==> src/rtl/mem_sample_reader_if.sv <==
// Sample-memory read port plus the sample stream towards the datapath.
// master: the reader (drives the memory port and the sample stream).
// slave:  the memory/consumer side.
interface mem_sample_reader_if #(
  parameter int ADDR_W  = 10,
  parameter int DATA_W  = 16,
  parameter int EPOCH_W = 8
);
  logic               mem_ena;
  logic               wr_rd;
  logic [ADDR_W-1:0]  addr;
  logic [DATA_W-1:0]  mem_data;

  logic               smp_valid;
  logic [DATA_W-1:0]  smp_data;
  logic               smp_last;
  logic [EPOCH_W-1:0] smp_epoch;
  logic               smp_ready;

  modport master (
    output mem_ena, wr_rd, addr,
    input  mem_data,
    output smp_valid, smp_data, smp_last, smp_epoch,
    input  smp_ready
  );

  modport slave (
    input  mem_ena, wr_rd, addr,
    output mem_data,
    input  smp_valid, smp_data, smp_last, smp_epoch,
    output smp_ready
  );
endinterface

==> src/rtl/mem_sample_reader.sv <==
// Streaming read sequencer for the single-port sample memories.
// Reads addresses 0..N-1 for E epochs and hands the words to the datapath
// over valid/ready, through a 2-entry skid FIFO sized for the 1-cycle read.
//
// state    | meaning
// ---------+-----------------------------------------------------------
// ST_IDLE  | waiting for start; degenerate starts only pulse done
// ST_RUN   | issuing reads while FIFO occupancy + in-flight stays below 2
// ST_DRAIN | all reads issued; waiting for FIFO and in-flight to empty
module mem_sample_reader #(
  parameter int ADDR_W  = 10,
  parameter int DATA_W  = 16,
  parameter int EPOCH_W = 8
) (
  input  logic                clk,
  input  logic                rst,
  input  logic                start,
  input  logic [ADDR_W:0]     num_samples,
  input  logic [EPOCH_W-1:0]  num_epochs,
  mem_sample_reader_if.master bus,
  output logic                busy,
  output logic                done
);

  typedef enum logic [1:0] {ST_IDLE, ST_RUN, ST_DRAIN} state_t;

  state_t             state_q, state_d;
  logic [ADDR_W:0]    n_q;
  logic [EPOCH_W-1:0] e_q;
  logic [ADDR_W-1:0]  rd_addr_q;
  logic [EPOCH_W-1:0] rd_epoch_q;
  logic               inflight_q;
  logic               tag_last_q;
  logic [EPOCH_W-1:0] tag_epoch_q;
  logic               deg_done_q;

  logic [DATA_W-1:0]  fifo_data_q  [2];
  logic               fifo_last_q  [2];
  logic [EPOCH_W-1:0] fifo_epoch_q [2];
  logic               wr_ptr_q, rd_ptr_q;
  logic [1:0]         occ_q;

  logic               fifo_valid, pop, issue, launch, degenerate;
  logic               addr_is_last, epoch_is_last;
  logic [2:0]         pending;

  assign fifo_valid    = (occ_q != 2'd0);
  assign pop           = fifo_valid & bus.smp_ready;
  assign pending       = {1'b0, occ_q} + {2'b00, inflight_q};
  // Compare in ADDR_W+1 bits so N = 2^ADDR_W ends at the all-ones address.
  assign addr_is_last  = ({1'b0, rd_addr_q} == (n_q - (ADDR_W+1)'(1)));
  assign epoch_is_last = (rd_epoch_q == (e_q - EPOCH_W'(1)));
  assign degenerate    = (num_samples == '0) || (num_epochs == '0);
  assign launch        = (state_q == ST_IDLE) && start && !degenerate;

  assign bus.wr_rd     = 1'b0;
  assign bus.mem_ena   = issue;
  assign bus.addr      = issue ? rd_addr_q : '0;
  assign bus.smp_valid = fifo_valid;
  assign bus.smp_data  = fifo_data_q[rd_ptr_q];
  assign bus.smp_last  = fifo_last_q[rd_ptr_q];
  assign bus.smp_epoch = fifo_epoch_q[rd_ptr_q];

  // State register.
  always_ff @(posedge clk) begin
    if (rst) state_q <= ST_IDLE;
    else     state_q <= state_d;
  end

  // Next state, read issue and run status. A pop this cycle frees a slot
  // for an issue in the same cycle, so ready may gate mem_ena directly.
  always_comb begin
    state_d = state_q;
    issue   = 1'b0;
    busy    = 1'b0;
    done    = deg_done_q;
    case (state_q)
      ST_IDLE: begin
        if (launch) state_d = ST_RUN;
      end
      ST_RUN: begin
        busy = 1'b1;
        if (pending < (3'd2 + {2'b00, pop})) begin
          issue = 1'b1;
          if (addr_is_last && epoch_is_last) state_d = ST_DRAIN;
        end
      end
      ST_DRAIN: begin
        if ((occ_q == 2'd0) && !inflight_q) begin
          state_d = ST_IDLE;
          done    = 1'b1;
        end else begin
          busy = 1'b1;
        end
      end
      default: state_d = ST_IDLE;
    endcase
  end

  // Run parameters, read address/epoch counters and the in-flight tag.
  always_ff @(posedge clk) begin
    if (rst) begin
      n_q         <= '0;
      e_q         <= '0;
      rd_addr_q   <= '0;
      rd_epoch_q  <= '0;
      inflight_q  <= 1'b0;
      tag_last_q  <= 1'b0;
      tag_epoch_q <= '0;
      deg_done_q  <= 1'b0;
    end else begin
      deg_done_q  <= (state_q == ST_IDLE) && start && degenerate;
      inflight_q  <= issue;
      tag_last_q  <= addr_is_last;
      tag_epoch_q <= rd_epoch_q;
      if (launch) begin
        n_q        <= num_samples;
        e_q        <= num_epochs;
        rd_addr_q  <= '0;
        rd_epoch_q <= '0;
      end else if (issue) begin
        if (addr_is_last) begin
          rd_addr_q  <= '0;
          rd_epoch_q <= rd_epoch_q + EPOCH_W'(1);
        end else begin
          rd_addr_q  <= rd_addr_q + ADDR_W'(1);
        end
      end
    end
  end

  // Output FIFO: capture the read word one cycle after its issue.
  always_ff @(posedge clk) begin
    if (rst) begin
      wr_ptr_q <= 1'b0;
      rd_ptr_q <= 1'b0;
      occ_q    <= 2'd0;
      for (int i = 0; i < 2; i++) begin
        fifo_data_q[i]  <= '0;
        fifo_last_q[i]  <= 1'b0;
        fifo_epoch_q[i] <= '0;
      end
    end else begin
      if (inflight_q) begin
        fifo_data_q[wr_ptr_q]  <= bus.mem_data;
        fifo_last_q[wr_ptr_q]  <= tag_last_q;
        fifo_epoch_q[wr_ptr_q] <= tag_epoch_q;
        wr_ptr_q               <= ~wr_ptr_q;
      end
      if (pop) rd_ptr_q <= ~rd_ptr_q;
      occ_q <= occ_q + {1'b0, inflight_q} - {1'b0, pop};
    end
  end

endmodule

==> src/flat_wrapper.sv <==
// flat-port wrapper written by rule: the top's interface ports become plain ports
module mem_sample_reader_flat 
#(
  parameter int ADDR_W  = 10,
  parameter int DATA_W  = 16,
  parameter int EPOCH_W = 8
)
  (clk, rst, start, num_samples, num_epochs, busy, done, bus_mem_ena, bus_wr_rd, bus_addr, bus_mem_data, bus_smp_valid, bus_smp_data, bus_smp_last, bus_smp_epoch, bus_smp_ready);
  mem_sample_reader_if #(.ADDR_W(ADDR_W), .DATA_W(DATA_W), .EPOCH_W(EPOCH_W)) bus_i ();
  input  logic clk;
  input  logic rst;
  input  logic start;
  input  logic [ADDR_W:0] num_samples;
  input  logic [EPOCH_W-1:0] num_epochs;
  output logic busy;
  output logic done;
  output wire logic [$bits(bus_i.mem_ena)-1:0] bus_mem_ena;
  output wire logic [$bits(bus_i.wr_rd)-1:0] bus_wr_rd;
  output wire logic [$bits(bus_i.addr)-1:0] bus_addr;
  input wire logic [$bits(bus_i.mem_data)-1:0] bus_mem_data;
  output wire logic [$bits(bus_i.smp_valid)-1:0] bus_smp_valid;
  output wire logic [$bits(bus_i.smp_data)-1:0] bus_smp_data;
  output wire logic [$bits(bus_i.smp_last)-1:0] bus_smp_last;
  output wire logic [$bits(bus_i.smp_epoch)-1:0] bus_smp_epoch;
  input wire logic [$bits(bus_i.smp_ready)-1:0] bus_smp_ready;
  assign bus_mem_ena = bus_i.mem_ena;
  assign bus_wr_rd = bus_i.wr_rd;
  assign bus_addr = bus_i.addr;
  assign bus_i.mem_data = bus_mem_data;
  assign bus_smp_valid = bus_i.smp_valid;
  assign bus_smp_data = bus_i.smp_data;
  assign bus_smp_last = bus_i.smp_last;
  assign bus_smp_epoch = bus_i.smp_epoch;
  assign bus_i.smp_ready = bus_smp_ready;
  mem_sample_reader #(.ADDR_W(ADDR_W), .DATA_W(DATA_W), .EPOCH_W(EPOCH_W)) u_core (.clk(clk), .rst(rst), .start(start), .num_samples(num_samples), .num_epochs(num_epochs), .bus(bus_i), .busy(busy), .done(done));
endmodule
==> config.mk <==
export PLATFORM = sky130hd
export DESIGN_NAME = mem_sample_reader_flat
export DESIGN_NICKNAME = d
export VERILOG_FILES = /design/src/rtl/mem_sample_reader_if.sv /design/src/rtl/mem_sample_reader.sv /design/src/flat_wrapper.sv
export SDC_FILE = /design/constraint.sdc
export NUM_CORES = 1
export LEC_CHECK = 0
export CAP_MARGIN = 5
export CORE_MARGIN = 2
export CORE_UTILIZATION = 34
export CTS_CLUSTER_SIZE = 30
export DETAILED_ROUTE_END_ITERATION = 6
export GPL_TIMING_DRIVEN = 0
export PLACE_DENSITY = 0.68
export SYNTH_ARGS = -nofsm -noshare
export SYNTH_HDL_FRONTEND = slang
export SYNTH_SLANG_ARGS = --single-unit
==> constraint.sdc <==
create_clock -name clk -period 2.49 [get_ports clk]
set_input_delay 0.249 -clock clk [delete_from_list [all_inputs] [get_ports clk]]
set_output_delay 0.249 -clock clk [all_outputs]
set_load 0.02 [all_outputs]
# == Yosys cells after proc, flatten, opt, wreduce, memory -nomap -nowiden ==
# Memories as Yosys holds them, arrays and structs flattened. A register that Yosys moved wholly into a read port is not among the register bits.
# Index checks and enable logic that the tools add are counted.
# word_totals
regBits,54
mem_bits_rw,50
out_inout_bits,40
wordCells,87
n_memories,3
# classes
add_sub_neg,8
magnitude_cmp,1
eq_ne,8
mux,33
bitwise_logic,3
reduce_logical,19
# mem_list
memory,words,word_bits,read_ports,rd_ports_with_merged_regs,wr,line,source
u_core.fifo_data_q,2,16,1,1,2,mem_sample_reader.sv:37,logic [DATA_W-1:0] fifo_data_q [2];
u_core.fifo_epoch_q,2,8,1,1,2,mem_sample_reader.sv:39,logic [EPOCH_W-1:0] fifo_epoch_q [2];
u_core.fifo_last_q,2,1,1,1,2,mem_sample_reader.sv:38,logic fifo_last_q [2];
# op_table
operator,count
two-way mux 1 bit,23
two-way mux 10 bit,2
two-way mux 16 bit,1
OR reduction 16 bit,1
== test 10 x 11 -> 1 bit,1
logical NOT 11 bit,1
subtractor 11 x 1 -> 11 bit (second input constant),1
adder 10 x 1 -> 10 bit (second input constant),1
adder 8 x 1 -> 8 bit (second input constant),1
== test 8 bit,1
logical NOT 8 bit,1
two-way mux 2 bit,4
two-way mux 8 bit,1
!= test 2 x 1 -> 1 bit (second input constant),4
OR reduction 8 bit,1
subtractor 8 x 1 -> 8 bit (second input constant),1
case mux 2 bit (3 select lines),1
logical AND 1 bit,5
logical NOT 2 bit,2
AND reduction 4 bit,1
adder 2 x 1 -> 3 bit,1
adder 2 x 1 -> 3 bit (first input constant),1
< comparator 3 bit,1
adder 2 x 1 -> 2 bit,1
12 further kinds,14

# == Depth between registers and ports, before layout ==
# Gate-level depths: netlist (run 1).
# depth
depth_word,7
depth_mapped,11
depth_no_buf,9

# == Worst setup path before layout (run 1) ==
# OpenSTA, ideal clock, no wires.
# synth_timing
path_kind,reg-to-reg
start,register u_core.inflight_q
end,memory u_core.fifo_data_q[0][0] (enable)
setup_time_ns,0.442
t_arrival_ns,2.259
t_required_ns,2.048
path_slack_ns,-0.211
path_stages_with_launch,3
n_path_buf,0
cell_sequence,dfxtp_1 inv_1 o21ai_0
# synth_lines
item,line,source
from (decl),mem_sample_reader.sv:32,logic inflight_q;
from (signal assigned),mem_sample_reader.sv:113,inflight_q <= issue;
to (decl),mem_sample_reader.sv:37,

# == Final worst setup path (run 1) ==
# layout_timing
start,register u_core.n_q[1]
end,register u_core.rd_epoch_q[3]
# layout_via
elab_chain_cells,3
# layout_lines
item,line,source
from (decl),mem_sample_reader.sv:28,logic [ADDR_W:0] n_q;
from (signal assigned),mem_sample_reader.sv:117,n_q <= num_samples;
subtractor 11 x 1 -> 11 bit,mem_sample_reader.sv:51,"assign addr_is_last = ({1'b0, rd_addr_q} == (n_q - (ADDR_W+1)'(1)));"
== test 10 x 11 -> 1 bit,mem_sample_reader.sv:51,
AND reduction 2 bit (no line),--,
to (signal assigned),mem_sample_reader.sv:124,rd_epoch_q <= rd_epoch_q + EPOCH_W'(1);
to (decl),mem_sample_reader.sv:31,logic [EPOCH_W-1:0] rd_epoch_q;
# No other way between the ends.
# A chain may end at the register's enable or synchronous reset.

==> flow_metrics.tcl, run 1 <==
set metrics [dict create \
    run_status "complete, but fails checks" \
    violations "negative setup slack" \
    fin_skew_ns 0.00760 \
    drive_gt1_frac 0.177 \
    wire_per_inst_um 15.4 \
    path_max_fanout 6 \
    grt_pass1_vias 3825 \
    ys_warn_count 0 \
    dieArea_um2 16000 \
    p_int_mw 3.48 \
    seq_power_share 0.417 \
    ys.flop_type "dfxtp_1" \
    dieHeight_um 126 \
    synthTopCellsByCount "and2_1 (60), dfxtp_1 (55), edfxtp_1 (50), nor2_1 (44), mux2_2 (25)" \
    rsz0062_at_grt "yes" \
    postRouteAntennaNets 0 \
    overflow 0 \
    finalSetupViolations 1 \
    area_growth_pct 30.0 \
    antenna_found_initial 0 \
    synth.avg_cell_area_um2 10.7 \
    cts-root-buf "clkbuf_16" \
    cts_buffers 9 \
    clkSlewWorstSetupHoldPaths_ns 0.07 \
    route.detailed.drc 0 \
    dp_hpwl_um 8330 \
    cap_violations 0 \
    first_pass_iters 4 \
    rows 44 \
    postCtsHoldBufs 0 \
    tightest_slew_ns 0.699 \
    finalHoldViolations 0 \
    dp_slack_ns -0.679 \
    drt-total-wl_um 11800 \
    fp.dieW_um 126 \
    grt_use_total 0.145 \
    port_buffers 77 \
    hold_class "reg -> reg" \
    cts_tree "done" \
    viasPerCell 5.05 \
    p_clk_frac 0.261 \
    htreeDepth 3 \
    cts.sinks 105 \
    crit_slowest_cell "or4_1" \
    core_um2 14600 \
    final_max_slew_viol_count 0 \
    crit_type "reg -> reg" \
    drtIter0Drc 202 \
    fin_ws_ns -0.0000180 \
    ys_ff_latch 105 \
    clk_path_buf_depth 2 \
    post-synth-top-count-cell "and2_1" \
    synth_cell_type_count 51 \
    postSynthCellCount 476 \
    async_flop_share 0 \
    synth_top_area_cell "edfxtp_1" \
    grt_pass1_wl_um 18700 \
    crit_path_start_kind "register" \
    clk_latency_ns 0.35 \
    ir_worst_vdd_uv 364 \
    swShare 0.318 \
    min_period_over_period 1.00 \
    vias 3860 \
    final_core_utilization 0.454 \
    diodes 0 \
    critPathBufInv 2 \
    maxSlewHeadroom 0.534 \
    syn_area_um2 5090 \
    required_ns 2.78 \
    power_frac_comb 0.322 \
    path_cells "inv_4, ha_4, o21ba_4, a221oi_4, a41oi_2, nor4_4, buf_4, nand4_1, or4_1, a21oi_2" \
    ios 79 \
    slowest_delay_ns 0.56 \
    p_switching_mw 1.62 \
    cp_top_family "simple AND/OR/NAND/NOR gates" \
    arrival_ns 2.78 \
    fin_crit_ns 2.49 \
    p_per_area_nw_per_um2 770 \
    grt_max_degree 26 \
    start_util 0.349 \
    worstSetupEndpointType "register" \
    syn-num-nets 527 \
    leakagePower_nw 2.58 \
    synth_top_area_share 0.295 \
    fmax_mhz 402 \
    ys_seq_area_frac 0.511 \
    fin_total_pwr_mw 5.10 \
    gp_congestion 0.789 \
    synth_enable_flop_cells 50 \
    synth_area_leaders "edfxtp_1 (29%), dfxtp_1 (22%), and2_1 (7.4%)" \
    nets 627 \
]
==> power by group through the flow <==
stage	Clock [mW]	Combinational, mW	Sequential, mW
floorplan	0	1.00	2.11
global placement	0	1.49	2.14
detailed placement	0	1.54	2.15
CTS	1.36	1.61	2.12
global route	1.42	1.78	2.15
finish	1.33	1.64	2.13
==> registers in the layout (all words and copies together) (netlist names), 8 cells and up, named ones only <==
name	cells
u_core.e_q	8
u_core.fifo_data_q	32
u_core.fifo_epoch_q	16
u_core.n_q	11
u_core.rd_addr_q	10
u_core.rd_epoch_q	8
u_core.tag_epoch_q	8
==> cell usage in the layout, fill, tap and decap left out, types with 3 or more instances in the layout <==
cell type / instances
buf_4: 20
inv_1: 13
clkbuf_1: 12
a21oi_1: 9
nand3_1: 11
nor4_1: 7
nor2b_1: 11
nand2_1: 20
and2_1: 60
dfxtp_2: 3
nand4_1: 9
nor3_1: 7
nand2b_1: 4
dfxtp_1: 50
a211oi_1: 5
mux2i_1: 21
buf_2: 6
ha_1: 11
o21ai_0: 5
xnor2_1: 20
and3_1: 3
edfxtp_1: 50
xor2_1: 15
nor3b_1: 4
clkdlybuf4s50_1: 66
nor2_1: 44
clkbuf_16: 9
mux2_2: 25
==> worst min-delay path: stages, from the launching register on <==
cell     delay (ns)
dfxtp_1        0.33
nand2_1        0.06
mux2i_1        0.05
==> final cells by class <==
| class | count | area [um^2] |
|---|---|---|
| fillers | 1327 | 7970 |
| plain buffers | 19 | 104 |
| multi-input cells | 333 | 2490 |
| inverters | 16 | 62.6 |
| well taps | 184 | 230 |
| repair buffers | 92 | 852 |
| clock buffers | 11 | 233 |
| flip-flops and latches | 105 | 2610 |
| clock inverters | 5 | 40.0 |
==> cells by family (layout without fill, tap and decap cells) <==
logic type,Yosys count,in the layout,share of synthesized area
other,1,1,0.000736
and+or+nand+nor,196,196,0.213
adders and majority gates,12,12,0.0295
muxes,46,46,0.0965
DFF,105,105,0.511
AOI/OAI and AO/OA,43,43,0.0594
xor gates and xnor gates,35,35,0.0602
buffers and inverters,38,143,0.0295
==> stage by stage <==
step	hold WS, ns	cell area [um^2]	TNS (ns)	std cells
after floorplan	0.383	5100	0	476
after global placement	0.466	6100	-21.48	737
after detailed placement	0.483	6120	-20.03	738
after CTS	0.492	6510	0	764
after global routing	0.525	6620	-0.128	765
final	0.483	6620	-0.0000180	765
==> per-layer routing <==
metal	routed length (um)	GRT usage	share of wire	vias up
met5	0	0	0	-
met4	247	0.0517	0.021	0
met3	788	0.0422	0.067	22
met2	5550	0.239	0.47	129
met1	5190	0.181	0.44	1844
li1	-	-	-	1865
==> final timing paths <==
kind / endpoint / from / cells past startpoint / slack, ns
worst max-delay path: u_core.rd_epoch_q[3] / u_core.n_q[1] / 10 / -0.00002
worst min-delay path: u_core.state_q[0] / u_core.state_q[0] / 2 / 0.48
worst max register to register: u_core.rd_epoch_q[3] / u_core.n_q[1] / 10 / -0.00002
worst min register to register: u_core.state_q[0] / u_core.state_q[0] / 2 / 0.48
==> timing repair <==
| action | CTS | global route |
|---|---|---|
| pin swaps | 6 | 14 |
| resized for setup | 52 | 36 |
| buffers inserted | 11 | 3 |
| setup endpoints to repair | 51 | 53 |
Power figures use the tool's default switching activity.
==> run 2: changes to the inputs <==
--- a/config.mk
+++ b/config.mk
@@ -5,7 +5,7 @@
 export SDC_FILE = /design/constraint.sdc
 export NUM_CORES = 1
 export LEC_CHECK = 0
-export CAP_MARGIN = 5
+export CAP_MARGIN = 20
 export CORE_MARGIN = 2
 export CORE_UTILIZATION = 34
 export CTS_CLUSTER_SIZE = 30
==> run 2 against run 1 <==
The run still ends with negative setup slack left. Maximum frequency unchanged. Die area unchanged. Combinational power about the same. Worst setup slack unchanged. Sequential power about the same. Hold slack unchanged. Wire length unchanged. Total power unchanged. Global-route usage unchanged. Clock skew unchanged. Sequential share of layout area unchanged. First-iteration DRC count unchanged. Largest cell class unchanged. Largest power group unchanged.
==> flow_metrics.tcl, run 2 (synthesized netlist as in run 1, its figures left out) <==
set metrics [dict create \
    htreeDepth 3 \
    port_buffers 77 \
    cts_buffers 9 \
    nets 627 \
    postRouteAntennaNets 0 \
    min_period_over_period 1.00 \
    crit_type "reg -> reg" \
    grt_pass1_vias 3825 \
    dp.cells 738 \
    hold_class "reg -> reg" \
    cts.sinks 105 \
    wire_per_inst_um 15.4 \
    dieHeight_um 126 \
    maxSlewHeadroom 0.534 \
    ios 79 \
    crit_path_start_kind "register" \
    dieArea_um2 16000 \
    rsz0062_at_grt "yes" \
    route.detailed.drc 0 \
    cts_tree "done" \
    first_pass_iters 4 \
    clk_latency_ns 0.35 \
    grt_use_total 0.145 \
    final_common_cell "clkdlybuf4s50_1" \
    violations "negative setup slack" \
    drt-total-wl_um 11800 \
    antenna_found_initial 0 \
    fill_cells 1327 \
    grt_pass1_wl_um 18700 \
    overflow 0 \
    gp_congestion 0.789 \
    clk_path_buf_depth 2 \
    clkSlewWorstSetupHoldPaths_ns 0.07 \
    path_max_fanout 6 \
    layout_common_cells "clkdlybuf4s50_1 (66), and2_1 (60), dfxtp_1 (50), edfxtp_1 (50), nor2_1 (44)" \
    dr_wl_met2_um 5550 \
    viasPerCell 5.05 \
    vias 3860 \
    rows 44 \
    ir_worst_vdd_uv 364 \
    start_util 0.349 \
    final_cell_count_no_fill 765 \
    fin_ws_ns -0.0000180 \
    tightest_slew_ns 0.699 \
    p_per_area_nw_per_um2 770 \
    dp_hpwl_um 8330 \
    top_layer_used "met4" \
    worstSetupEndpointType "register" \
    cts-root-buf "clkbuf_16" \
    leakagePower_nw 2.58 \
    required_ns 2.78 \
    final_max_slew_viol_count 0 \
    crit_slowest_cell "or4_1" \
    finalSetupViolations 1 \
    fmax_mhz 402 \
    regMostFlops "u_core.fifo_data_q" \
    path_cells "inv_4, ha_4, o21ba_4, a221oi_4, a41oi_2, nor4_4, buf_4, nand4_1, or4_1, a21oi_2" \
    run_status "complete, but fails checks" \
    wl_met3_um 788 \
    diodes 0 \
    reg.largest.list "u_core.fifo_data_q: 32 flops, u_core.fifo_epoch_q: 16 flops, u_core.n_q: 11 flops" \
    grt_max_degree 26 \
    arrival_ns 2.78 \
    cap_violations 0 \
    slowest_delay_ns 0.56 \
    finalHoldViolations 0 \
    fin_total_pwr_mw 5.10 \
    fin_skew_ns 0.00760 \
    drtIter0Drc 202 \
    area_growth_pct 30.0 \
    postCtsHoldBufs 0 \
    largest_reg_flops 32 \
    fin_crit_ns 2.49 \
    wl_met1_um 5190 \
    fp.dieW_um 126 \
    dp_slack_ns -0.679 \
    drive_gt1_frac 0.177 \
    core_um2 14600 \
]
==> run 2: what timing repair did <==
item                                   4_1_cts  5_1_grt
gates resized for setup                     52       36
pin swaps                                    6       14
setup buffers                               11        3
setup endpoints to repair                   51       53
endpoints found under the hold margin        0        0
==> run 2: layout make-up <==
cell class	instances	area [um^2]	area share
buffer	19	104	0.0157
clock buffer	11	233	0.0351
clock inverter	5	40.0	0.00605
inverter	16	62.6	0.00945
multi-input combinational	333	2490	0.375
sequential	105	2610	0.395
tap	184	230	0.0348
timing repair buffer	92	852	0.129
==> run 2: path summary, 6_finish.rpt <==
kind	startpoint	end	slack, ns	cells after the start
worst max-delay path	u_core.n_q[1]	u_core.rd_epoch_q[3]	-0.00002	10
worst min-delay path	u_core.state_q[0]	u_core.state_q[0]	0.48	2
worst max register to register	u_core.n_q[1]	u_core.rd_epoch_q[3]	-0.00002	10
worst min register to register	u_core.state_q[0]	u_core.state_q[0]	0.48	2
==> run 2: routing by layer <==
metal  global-route usage  up-vias
li1                     -     1865
met4               0.0517        0
met2                0.239      129
met5                    0        -
met3               0.0422       22
met1                0.181     1844
==> run 2: power by group <==
group          internal (mW)  switching (mW)
clock                  0.688           0.644
sequential              1.99           0.136
combinational          0.800           0.840
==> run 2: critical path: cells and delay by family (launching register included) <==
family | cells | cell delay (ns)
adders and majority gates | 1 | 0.17
and+or+nand+nor | 3 | 1.00
DFF | 1 | 0.37
AOI/OAI and AO/OA | 4 | 0.67
buffers and inverters | 2 | 0.21
==> run 2: per-stage QoR <==
step / util / hold WS (ns) / setup TNS (ns) / area [um^2]
floorplan: - / 0.383 / 0 / 5100
global placement: 0.418 / 0.466 / -21.48 / 6100
detailed placement: 0.419 / 0.483 / -20.03 / 6120
CTS: 0.446 / 0.492 / 0 / 6510
global route: 0.454 / 0.525 / -0.128 / 6620
finish: 0.454 / 0.483 / -0.0000180 / 6620
